`config.mk`:
```
export PLATFORM = sky130hd
export DESIGN_NAME = uart_rx_param
export DESIGN_NICKNAME = d
export VERILOG_FILES = /design/src/rtl/uart_pkg.sv /design/src/rtl/uart_baud_tick.sv /design/src/rtl/uart_rx_param.sv
export SDC_FILE = /design/constraint.sdc
export NUM_CORES = 1
export LEC_CHECK = 0
export ABC_AREA = 1
export CAP_MARGIN = 5
export CORE_UTILIZATION = 56
export DETAILED_ROUTE_END_ITERATION = 6
export PLACE_DENSITY = 0.77
export SYNTH_ARGS = -nofsm -noshare
export SYNTH_HDL_FRONTEND = slang
export SYNTH_SLANG_ARGS = --single-unit
export TNS_END_PERCENT = 10
```
`constraint.sdc`:
```
create_clock -name clk -period 2 [get_ports clk]
set_input_delay 0.3 -clock clk [delete_from_list [all_inputs] [get_ports clk]]
set_output_delay 0.3 -clock clk [all_outputs]
set_load 0.05 [all_outputs]
```
`src/rtl/uart_pkg.sv`:
```
// Shared UART definitions: parity modes, receiver FSM encoding and
// the baud divider helper used by both receiver and transmitter.
package uart_pkg;

  localparam int PARITY_NONE = 0;
  localparam int PARITY_EVEN = 1;
  localparam int PARITY_ODD  = 2;

  typedef enum logic [2:0] {
    IDLE,
    START,
    DATA,
    PARITY,
    STOP
  } uart_state_t;

  function automatic int baud_divider(
    input int clk_hz,
    input int baud,
    input int os
  );
    return clk_hz / (baud * os);
  endfunction

endpackage

```
`src/rtl/uart_baud_tick.sv`:
```
// Free-running oversample tick generator, one clk pulse per
// DIVIDER clocks; shared between UART receiver and transmitter.
module uart_baud_tick import uart_pkg::*; #(
  parameter int CLOCK_FREQ = 27000000,
  parameter int BAUD_RATE  = 1000000,
  parameter int OVERSAMPLE = 16
) (
  input  logic clk,
  input  logic rst,
  output logic tick
);

  localparam int DIVIDER =
    baud_divider(CLOCK_FREQ, BAUD_RATE, OVERSAMPLE);
  localparam int CW = (DIVIDER > 1) ? $clog2(DIVIDER) : 1;
  localparam logic [CW-1:0] LAST = CW'(DIVIDER - 1);

  if (DIVIDER < 1) begin : g_bad_div
    $error("uart_baud_tick: clock too slow for baud * oversample");
  end

  logic [CW-1:0] cnt;

  // divider counter wraps at DIVIDER-1
  always_ff @(posedge clk) begin
    if (rst) cnt <= '0;
    else if (cnt == LAST) cnt <= '0;
    else cnt <= cnt + CW'(1);
  end

  assign tick = (cnt == LAST);

endmodule

```
`src/rtl/uart_rx_param.sv`:
```
// Parametrised UART receiver with valid/ready output and error flags.
// Define UART_RX_MAJORITY_EN for 2-of-3 majority bit sampling.
module uart_rx_param import uart_pkg::*; #(
  parameter int CLOCK_FREQ  = 27000000,
  parameter int BAUD_RATE   = 1000000,
  parameter int OVERSAMPLE  = 16,
  parameter int DATA_BITS   = 8,
  parameter int PARITY_MODE = 1,
  parameter int STOP_BITS   = 1
) (
  input  logic                 clk,
  input  logic                 rst,
  input  logic                 rx,
  output logic [DATA_BITS-1:0] data_out,
  output logic                 valid,
  input  logic                 ready,
  output logic                 parity_err,
  output logic                 frame_err,
  output logic                 overrun_err,
  output logic                 busy
);

`ifdef UART_RX_MAJORITY_EN
  localparam int MAJ = 1;
`else
  localparam int MAJ = 0;
`endif

  localparam int TCW = $clog2(OVERSAMPLE + MAJ);
  localparam int BCW = (DATA_BITS > 1) ? $clog2(DATA_BITS) : 1;
  localparam logic [TCW-1:0] START_AT =
    TCW'(OVERSAMPLE / 2 - 1 + MAJ);
  localparam logic [TCW-1:0] BIT_AT = TCW'(OVERSAMPLE - 1 + MAJ);
  localparam logic [TCW-1:0] CLR    = TCW'(MAJ);
  localparam logic [BCW-1:0] DLAST  = BCW'(DATA_BITS - 1);
  localparam logic [BCW-1:0] SLAST  = BCW'(STOP_BITS - 1);

  uart_state_t state, state_n;

  logic                 tick;
  logic                 rx_q1, rx_s, rx_d;
  logic                 fall, decide, bit_val, par_calc;
  logic [TCW-1:0]       tick_cnt, dec_at;
  logic [BCW-1:0]       bit_cnt;
  logic [DATA_BITS-1:0] shreg, fr_data;
  logic                 perr, ferr, done, fr_perr, fr_ferr;

  uart_baud_tick #(
    .CLOCK_FREQ (CLOCK_FREQ),
    .BAUD_RATE  (BAUD_RATE),
    .OVERSAMPLE (OVERSAMPLE)
  ) u_tick (
    .clk  (clk),
    .rst  (rst),
    .tick (tick)
  );

  // two-flop synchroniser plus one delay flop for edge detection
  always_ff @(posedge clk) begin
    if (rst) begin
      rx_q1 <= 1'b1;
      rx_s  <= 1'b1;
      rx_d  <= 1'b1;
    end else begin
      rx_q1 <= rx;
      rx_s  <= rx_q1;
      rx_d  <= rx_s;
    end
  end

  assign fall   = rx_d & ~rx_s;
  assign busy   = (state != IDLE);
  assign dec_at = (state == START) ? START_AT : BIT_AT;
  assign decide = tick && busy && (tick_cnt == dec_at);

`ifdef UART_RX_MAJORITY_EN
  logic v0, v1;

  // capture the two samples preceding the decision tick
  always_ff @(posedge clk) begin
    if (rst) begin
      v0 <= 1'b1;
      v1 <= 1'b1;
    end else if (tick) begin
      if (tick_cnt == dec_at - TCW'(2)) v0 <= rx_s;
      if (tick_cnt == dec_at - TCW'(1)) v1 <= rx_s;
    end
  end

  assign bit_val = (v0 & v1) | (v0 & rx_s) | (v1 & rx_s);
`else
  assign bit_val = rx_s;
`endif

  assign par_calc = (^shreg) ^ bit_val;

  // FSM state register
  always_ff @(posedge clk) begin
    if (rst) state <= IDLE;
    else state <= state_n;
  end

  // next-state decode
  always_comb begin
    state_n = state;
    unique case (state)
      IDLE:   if (fall) state_n = START;
      START:  if (decide) state_n = bit_val ? IDLE : DATA;
      DATA:
        if (decide && bit_cnt == DLAST)
          state_n = (PARITY_MODE == PARITY_NONE) ? STOP : PARITY;
      PARITY: if (decide) state_n = STOP;
      STOP:   if (decide && bit_cnt == SLAST) state_n = IDLE;
      default: state_n = IDLE;
    endcase
  end

  // bit timing, shift register and per-frame status
  always_ff @(posedge clk) begin
    if (rst) begin
      tick_cnt <= '0;
      bit_cnt  <= '0;
      shreg    <= '0;
      perr     <= 1'b0;
      ferr     <= 1'b0;
      done     <= 1'b0;
      fr_data  <= '0;
      fr_perr  <= 1'b0;
      fr_ferr  <= 1'b0;
    end else begin
      done <= 1'b0;
      if (state == IDLE) begin
        if (fall) begin
          tick_cnt <= '0;
          bit_cnt  <= '0;
          perr     <= 1'b0;
          ferr     <= 1'b0;
        end
      end else if (tick) begin
        tick_cnt <= decide ? CLR : tick_cnt + TCW'(1);
        if (decide) begin
          unique case (1'b1)
            state == DATA: begin
              shreg   <= {bit_val, shreg[DATA_BITS-1:1]};
              bit_cnt <= (bit_cnt == DLAST) ? '0 : bit_cnt + BCW'(1);
            end
            state == PARITY:
              perr <= (PARITY_MODE == PARITY_ODD) ? ~par_calc : par_calc;
            state == STOP: begin
              ferr    <= ferr | ~bit_val;
              bit_cnt <= bit_cnt + BCW'(1);
              if (bit_cnt == SLAST) begin
                done    <= 1'b1;
                fr_data <= shreg;
                fr_perr <= perr;
                fr_ferr <= ferr | ~bit_val;
              end
            end
            default: ;
          endcase
        end
      end
    end
  end

  // output holding register and valid/ready handshake
  always_ff @(posedge clk) begin
    if (rst) begin
      data_out    <= '0;
      valid       <= 1'b0;
      parity_err  <= 1'b0;
      frame_err   <= 1'b0;
      overrun_err <= 1'b0;
    end else if (done) begin
      if (!valid || ready) begin
        data_out   <= fr_data;
        parity_err <= fr_perr;
        frame_err  <= fr_ferr;
        valid      <= 1'b1;
        if (valid) overrun_err <= 1'b0;
      end else begin
        overrun_err <= 1'b1;
      end
    end else if (valid && ready) begin
      valid       <= 1'b0;
      overrun_err <= 1'b0;
    end
  end

endmodule

```
==> flow_summary.ini, run 1 <==
[die]
dieArea_mm2 = 0.00392
num_io_pins = 17
die_h_um = 62.6
fp-row-count = 21
core_mm2 = 0.00342
die_w_um = 62.6
start_util = 0.602

[clock_network]
cts_buffers = 5
clk_latency_ns = 0.37
h-tree-depth = 2
cts.clk_slew.worst_paths_ns = 0.14
cts_sinks = 47
hold_buffers = 0
root_buffer = clkbuf_4
cts_max_path_buffers = 2
cts_tree = built

[worst_setup_path]
regToRegStartpoint = state[2]
cp.required_ns = 1.70
critPathMaxStageDelay_ns = 0.82
crit_slowest_cell = clkdlybuf4s50_1
arrival_ns = 1.58
start_kind = flip-flop
cp_num_buf_inv = 1
path_cells = clkdlybuf4s50_1
crit_type = reg2out
cp_top_family = buffers and inverters
reg2reg_slack_ns = 0.23
rr_worst_depth = 9
crit_fanout = 4
r2r-end = shreg[7]
worstSetupEndpointType = output port

[yosys]
yosysMostFrequentCell = nand2_1
yosysUniqueCellTypes = 30
synth_ff_type = dfxtp_1
synthArstFlopShare = 0
syn_avg_cell_area_um2 = 7.59
seq_area_frac_synth = 0.458
synth_area_leader_cell = dfxtp_1
netlist.area_leader.share = 0.458
synth_edf_count = 0
syn_inst = 271
ys.warnings.count = 0
syn-num-nets = 279
synth.area.top_cells = dfxtp_1 (46%), a21oi_1 (10%), nand2_1 (9.1%), inv_1 (6.2%), nand3_1 (4.9%)
synthesis.area_mm2 = 0.00206
ys_top_cells_by_count = nand2_1 (50), dfxtp_1 (47), a21oi_1 (42), inv_1 (34), nand3_1 (20)
synth_seq_cells = 47

[cells_and_area]
diodes = 0
area_growth_pct = 14.6
seq_area_um2 = 941
nets = 297
multi_input_area_um2 = 942
fillCellCount = 292
drive_above_1_share = 0.0966

[place]
dp_hpwl_mm = 2.92
numPortBuffers = 16
gp_congestion = 0.889

[timing]
fin_crit_ns = 1.88
worstMarginPinSlew_ns = 0.496
post-route-period-util = 0.942
max_slew_margin = 0.669
setup_viol = 0
slew_violations = 0
rsz0062_at_grt = no
hold_viol_final = 0
fin_worst_skew_ns = 0.0152
max_freq_mhz = 531
setup-tns-final_ns = 0

[detailed_routing]
drt_iter0_drc = 106
vias_per_cell = 5.17
wl_mm = 3.96
num_vias = 1738
dr.pass1.iters = 4
ant_nets = 0
wl_per_cell_um = 11.8
route.detailed.drc = 0

[power_and_ir_drop]
p_leak_nw = 1.01
p_total_mw = 2.32
power_density_mw_per_mm2 = 984
ir_drop_v = 0.000661

[min_path]
hold_path_end = bit_val
hold_class = reg2reg
holdCritStartpoint = rx_q1
hold_depth = 1

[grt]
first_global_vias = 1660
grt_overflow = 0
antenna_found_initial = 0
grt.total_usage = 0.233
grt_start_max_net_pins = 24
grt_pass1_wl_mm = 7.15

[outcome]
outcome = complete, no violations

[job]
drv_cap = 0
-- registers in the layout, summed over array words and instances, names as in the netlist --
name	flops
bit_cnt	3
fr_data	8
valid	1
rx_d	1
bit_val	1
tick_cnt	4
u_tick.cnt	1
ferr	1
done	1
overrun_err	1
perr	1
fr_ferr	1
parity_err	1
data_out	8
state	3
fr_perr	1
frame_err	1
rx_q1	1
shreg	8
-- cell type report --
class,count,share of cell area
Inverter,36,0.0584
Clock buffer,6,0.0218
Clock inverter,2,0.0165
Tap cell,46,0.0244
Timing Repair Buffer,20,0.0797
Sequential cell,47,0.399
Multi-Input combinational cell,179,0.400
-- stage by stage --
stage,std cells,util,hold slack (ns),worst slack (ns),area [um^2]
floorplan,271,-,0.378,0.445,2060
global placement,328,0.661,0.392,0.244,2260
detailed placement,328,0.661,0.414,0.173,2260
CTS,336,0.688,0.452,0.111,2350
global route,336,0.690,0.471,0.0172,2360
finish,336,0.690,0.449,0.116,2360
-- worst max-delay path by stage --
| stage | cells past startpoint | startpoint | endpoint |
|---|---|---|---|
| 2_1_floorplan | 10 | state[2] | shreg[6] |
| 6_report | 1 | valid | valid |
| 4_1_cts | 1 | valid | valid |
| 3_5_place_dp | 9 | state[2] | fr_data[4] |
| 3_3_place_gp | 9 | state[2] | fr_data[0] |
| 5_1_grt | 9 | state[2] | shreg[4] |
-- metal layers --
layer / part of all wire / track usage
met5: 0 / 0
met4: 0.020 / 0.102
met3: 0.046 / 0.0730
met2: 0.44 / 0.368
met1: 0.49 / 0.291
-- layout by cell type (no fill, tap or decap), types with 4 or more instances in the layout --
cell type,synthesis,final
a21oi_1,42,42
nand2_1,50,50
clkbuf_4,0,5
nor2_1,10,10
nand3_1,20,20
dfxtp_1,47,47
inv_1,34,34
ha_1,4,4
clkdlybuf4s50_1,0,15
buf_4,2,5
o21ai_1,11,11
o21ai_0,15,15
-- logic make-up after synthesis --
family / Yosys count / synth area share
xor+xnor: 4 / 0.0170
simple gates: 96 / 0.222
other cells: 1 / 0.00182
buf+inv: 45 / 0.0876
compound gates: 74 / 0.190
flops: 47 / 0.458
fa+ha+maj: 4 / 0.0243
-- where the power goes --
part           leakage [nW]  switching [mW]  internal, mW  total (mW)
Sequential            0.380          0.0466         0.999        1.05
Combinational         0.583           0.454         0.212       0.666
Clock                0.0489           0.304         0.302       0.606
-- what timing repair did --
item,in CTS,in global routing
gates resized for setup,0,1
setup endpoints to repair,0,4
setup buffers,0,0
(Power assumes the default switching activity.)
==> inputs of run 2 (changes only) <==
==> constraint.sdc (replaced) <==
create_clock -name clk -period 2.1 [get_ports clk]
set_input_delay 0.315 -clock clk [delete_from_list [all_inputs] [get_ports clk]]
set_output_delay 0.315 -clock clk [all_outputs]
set_load 0.05 [all_outputs]
==> flow_summary.ini, run 2 (same netlist as run 1, synthesis figures left out) <==
[outcome]
outcome = complete, no violations

[cells_and_area]
diodes = 0
area_growth_pct = 13.6
drive_above_1_share = 0.0934
nets = 296
mostFrequentLayoutCell = nand2_1
multi_input_area_um2 = 935
biggestRegsByFlops = data_out x8, fr_data x8, shreg x8
final_cell_mix = nand2_1 (50), dfxtp_1 (47), a21oi_1 (42), inv_1 (34), nand3_1 (20)
fillCellCount = 295
seq_area_um2 = 941

[clock_network]
clk_latency_ns = 0.37
cts_sinks = 47
cts_buffers = 5
h-tree-depth = 2
ctsResizeCount = 0
postCtsSetupRepairBufs = 0
cts_tree = built
cts_max_path_buffers = 2
cts.clk_slew.worst_paths_ns = 0.13
root_buffer = clkbuf_4
hold_buffers = 0

[die]
die_w_um = 62.6
core_mm2 = 0.00342
dieArea_mm2 = 0.00392
start_util = 0.602
die_h_um = 62.6
num_io_pins = 17
fp-row-count = 21

[detailed_routing]
route.detailed.drc = 0
wl_per_cell_um = 11.6
dr.pass1.iters = 4
ant_nets = 0
wl_mm = 3.88
wl_met3_um = 184
maxUsedRoutingLayer = met4
num_vias = 1728
wl_met1_mm = 1.90
drt_iter0_drc = 107
wl_met2_mm = 1.74
vias_per_cell = 5.16

[grt]
grt_start_max_net_pins = 24
first_global_vias = 1613
grt_overflow = 0
grt_pass1_wl_mm = 7.06
grt.total_usage = 0.229
antenna_found_initial = 0

[power_and_ir_drop]
power_density_mw_per_mm2 = 935
p_leak_nw = 1.00
ir_drop_v = 0.000667

[job]
drv_cap = 0

[min_path]
hold_depth = 1
holdCritStartpoint = rx_q1
hold_class = reg2reg
hold_path_end = bit_val

[worst_setup_path]
start_kind = flip-flop
crit_fanout = 4
cp.required_ns = 1.78
r2r-end = fr_data[4]
crit_type = reg2out
path_cells = clkdlybuf4s50_1
cp_top_family = buffers and inverters
rr_worst_depth = 9
reg2reg_slack_ns = 0.27
critPathMaxStageDelay_ns = 0.82
arrival_ns = 1.58
regToRegStartpoint = state[2]
crit_cells = 1
crit_slowest_cell = clkdlybuf4s50_1
cp_num_buf_inv = 1
worstSetupEndpointType = output port

[place]
gp_congestion = 0.887
numPortBuffers = 16
dp_hpwl_mm = 2.82

[timing]
hold_viol_final = 0
post-route-period-util = 0.900
worstMarginPinSlew_ns = 0.522
max_slew_margin = 0.651
setup_viol = 0
hold_ws_ns = 0.425
slew_violations = 0
max_freq_mhz = 529
fin_worst_skew_ns = 0.00905
fin_crit_ns = 1.89
setup-tns-final_ns = 0
rsz0062_at_grt = no
[run 2: cell count changes in the layout (fill, tap and decap cells not counted), sizes merged]
cell      delta
clkinvlp     +1
buf          -1
clkbuf       -1
[run 2: layout make-up]
type / instances / area share
sequential: 47 / 0.403
multi-input combinational: 179 / 0.400
timing repair buffer: 19 / 0.0772
inverter: 36 / 0.0589
tap: 46 / 0.0247
clock inverter: 3 / 0.0198
clock buffer: 5 / 0.0161
[run 2: worst max path at each step]
stage	from	end	slack [ns]
2_1_floorplan	state[2]	shreg[6]	0.55
3_3_place_gp	state[2]	fr_data[0]	0.33
3_5_place_dp	state[2]	fr_data[4]	0.29
4_1_cts	valid	valid	0.20
5_1_grt	state[0]	fr_data[0]	0.07
6_report	valid	valid	0.21
[run 2: routing by layer]
metal / up-vias / GRT usage
li1: 923 / -
met1: 758 / 0.292
met2: 41 / 0.370
met3: 6 / 0.0566
met4: 0 / 0.0930
met5: - / 0
[run 2: metrics by stage]
stage | area, um^2 | total power [mW] | instances | setup WS, ns | utilization
2_1_floorplan | 2060 | 1.49 | 271 | 0.545 | -
3_3_place_gp | 2250 | 1.63 | 327 | 0.334 | 0.659
3_5_place_dp | 2250 | 1.64 | 327 | 0.292 | 0.659
4_1_cts | 2330 | 2.19 | 335 | 0.196 | 0.684
5_1_grt | 2330 | 2.33 | 335 | 0.0714 | 0.684
6_report | 2330 | 2.18 | 335 | 0.209 | 0.684
[run 2: power by group]
group | switching, mW | total, mW | internal [mW]
Clock | 0.306 | 0.561 | 0.254
Combinational | 0.425 | 0.625 | 0.200
Sequential | 0.0445 | 0.996 | 0.952
==> inputs of run 3 (changes only) <==
--- a/config.mk
+++ b/config.mk
@@ -7,6 +7,7 @@
 export LEC_CHECK = 0
 export ABC_AREA = 1
 export CAP_MARGIN = 5
+export CORE_ASPECT_RATIO = 0.5
 export CORE_UTILIZATION = 56
 export DETAILED_ROUTE_END_ITERATION = 6
 export PLACE_DENSITY = 0.77
==> flow_summary.ini, run 3 (same netlist as run 1, synthesis figures left out) <==
[outcome]
outcome = complete, no violations

[clock_network]
h-tree-depth = 2
root_buffer = clkbuf_8
cts_tree = built
ctsResizeCount = 0
cts.clk_slew.worst_paths_ns = 0.09
cts_buffers = 5
cts_max_path_buffers = 2
postCtsSetupRepairBufs = 0
hold_buffers = 0
clk_latency_ns = 0.30
cts_sinks = 47

[die]
die_w_um = 87.7
dieArea_mm2 = 0.00393
die_h_um = 44.8
num_io_pins = 17
core_mm2 = 0.00347
start_util = 0.592
fp-row-count = 15

[timing]
rsz0062_at_grt = no
worstMarginPinSlew_ns = 0.500
setup_viol = 0
post-route-period-util = 0.880
slew_violations = 0
fin_crit_ns = 1.85
max_freq_mhz = 541
fin_worst_skew_ns = 0.00869
hold_viol_final = 0
setup-tns-final_ns = 0
max_slew_margin = 0.666

[cells_and_area]
fin_area_mm2 = 0.00236
drive_above_1_share = 0.0934
area_growth_pct = 14.6
final_cell_mix = nand2_1 (50), dfxtp_1 (47), a21oi_1 (42), inv_1 (34), nand3_1 (20)
biggestRegsByFlops = data_out x8, fr_data x8, shreg x8
fin_cells = 340
diodes = 0
nets = 296
mostFrequentLayoutCell = nand2_1

[grt]
grt.total_usage = 0.225
first_global_vias = 1525
grt_overflow = 0
grt_pass1_wl_mm = 6.71
grt_start_max_net_pins = 29
antenna_found_initial = 0

[worst_setup_path]
cp.required_ns = 2.28
crit_fanout = 21
start_kind = flip-flop
worstSetupEndpointType = flip-flop
arrival_ns = 2.03
crit_type = reg2reg

[power_and_ir_drop]
intPower_mw = 1.42
power_frac_comb = 0.284
p_leak_nw = 1.01
power_density_mw_per_mm2 = 929
p_clk_frac = 0.261
power_switching_mw = 0.768
ir_drop_v = 0.000713
pwr-share-seq = 0.455
switching_share = 0.351

[detailed_routing]
vias_per_cell = 5.05
wl_per_cell_um = 11.2
ant_nets = 0
drt_iter0_drc = 68
route.detailed.drc = 0
wl_mm = 3.80
num_vias = 1718
dr.pass1.iters = 4

[min_path]
hold_class = reg2reg

[place]
gp_congestion = 0.945
dp_hpwl_mm = 2.74
dp.cells = 332
numPortBuffers = 16
place_area_mm2 = 0.00226

[job]
drv_cap = 0
-- run 3: cell count changes in the layout (fill, tap and decap cells not counted), sizes merged --
cell	previous run	this run
bufinv	1	0
clkbuf	5	6
clkinv	0	1
inv	37	36
-- run 3: worst max-delay path: stages, from the launching register on --
cell     delay (ns)
dfxtp_1        0.46
nor2_2         0.10
nand2_4        0.14
nand2_4        0.09
nor2_8         0.12
nand2_4        0.10
inv_4          0.09
nand3_2        0.30
o21ai_1        0.27
a21oi_1        0.07
-- run 3: through the flow --
stage	hold WS, ns	worst slack (ns)	utilization	power (mW)
floorplan	0.389	0.545	-	1.49
global placement	0.391	0.354	0.650	1.63
detailed placement	0.402	0.274	0.650	1.63
CTS	0.417	0.258	0.679	2.20
global route	0.446	0.0762	0.679	2.34
finish	0.409	0.252	0.679	2.19
-- run 3: layer usage --
metal	vias to the layer above	wire, um	part of all wire	GRT usage
met5	-	0	0	0
met4	0	58	0.015	0.0918
met3	7	164	0.043	0.0567
met2	35	1600	0.42	0.356
met1	754	1980	0.52	0.302
li1	922	-	-	-
-- run 3: area by class of cell --
class | instances | area [um^2]
clock buffers | 6 | 82.6
fillers | 290 | 1120
inverters | 36 | 138
well taps | 51 | 63.8
clock inverters | 2 | 16.3
flip-flops and latches | 47 | 941
multi-input cells | 179 | 935
repair buffers | 19 | 180
-- run 3: path summary, 6_finish.rpt --
kind,cells past startpoint,to,start,slack (ns)
worst min-delay path,1,bit_val,rx_q1,0.41
worst max-delay path,9,fr_data[7],state[2],0.25
worst max register to register,9,fr_data[7],state[2],0.25
worst min register to register,1,bit_val,rx_q1,0.41
-- run 3: power by group through the flow --
stage	sequential, mW	clock (mW)	combinational (mW)
2_1_floorplan	1.01	0	0.489
3_3_place_gp	1.01	0	0.616
3_5_place_dp	1.01	0	0.619
4_1_cts	0.994	0.587	0.621
5_1_grt	1.00	0.622	0.715
6_report	0.995	0.572	0.621
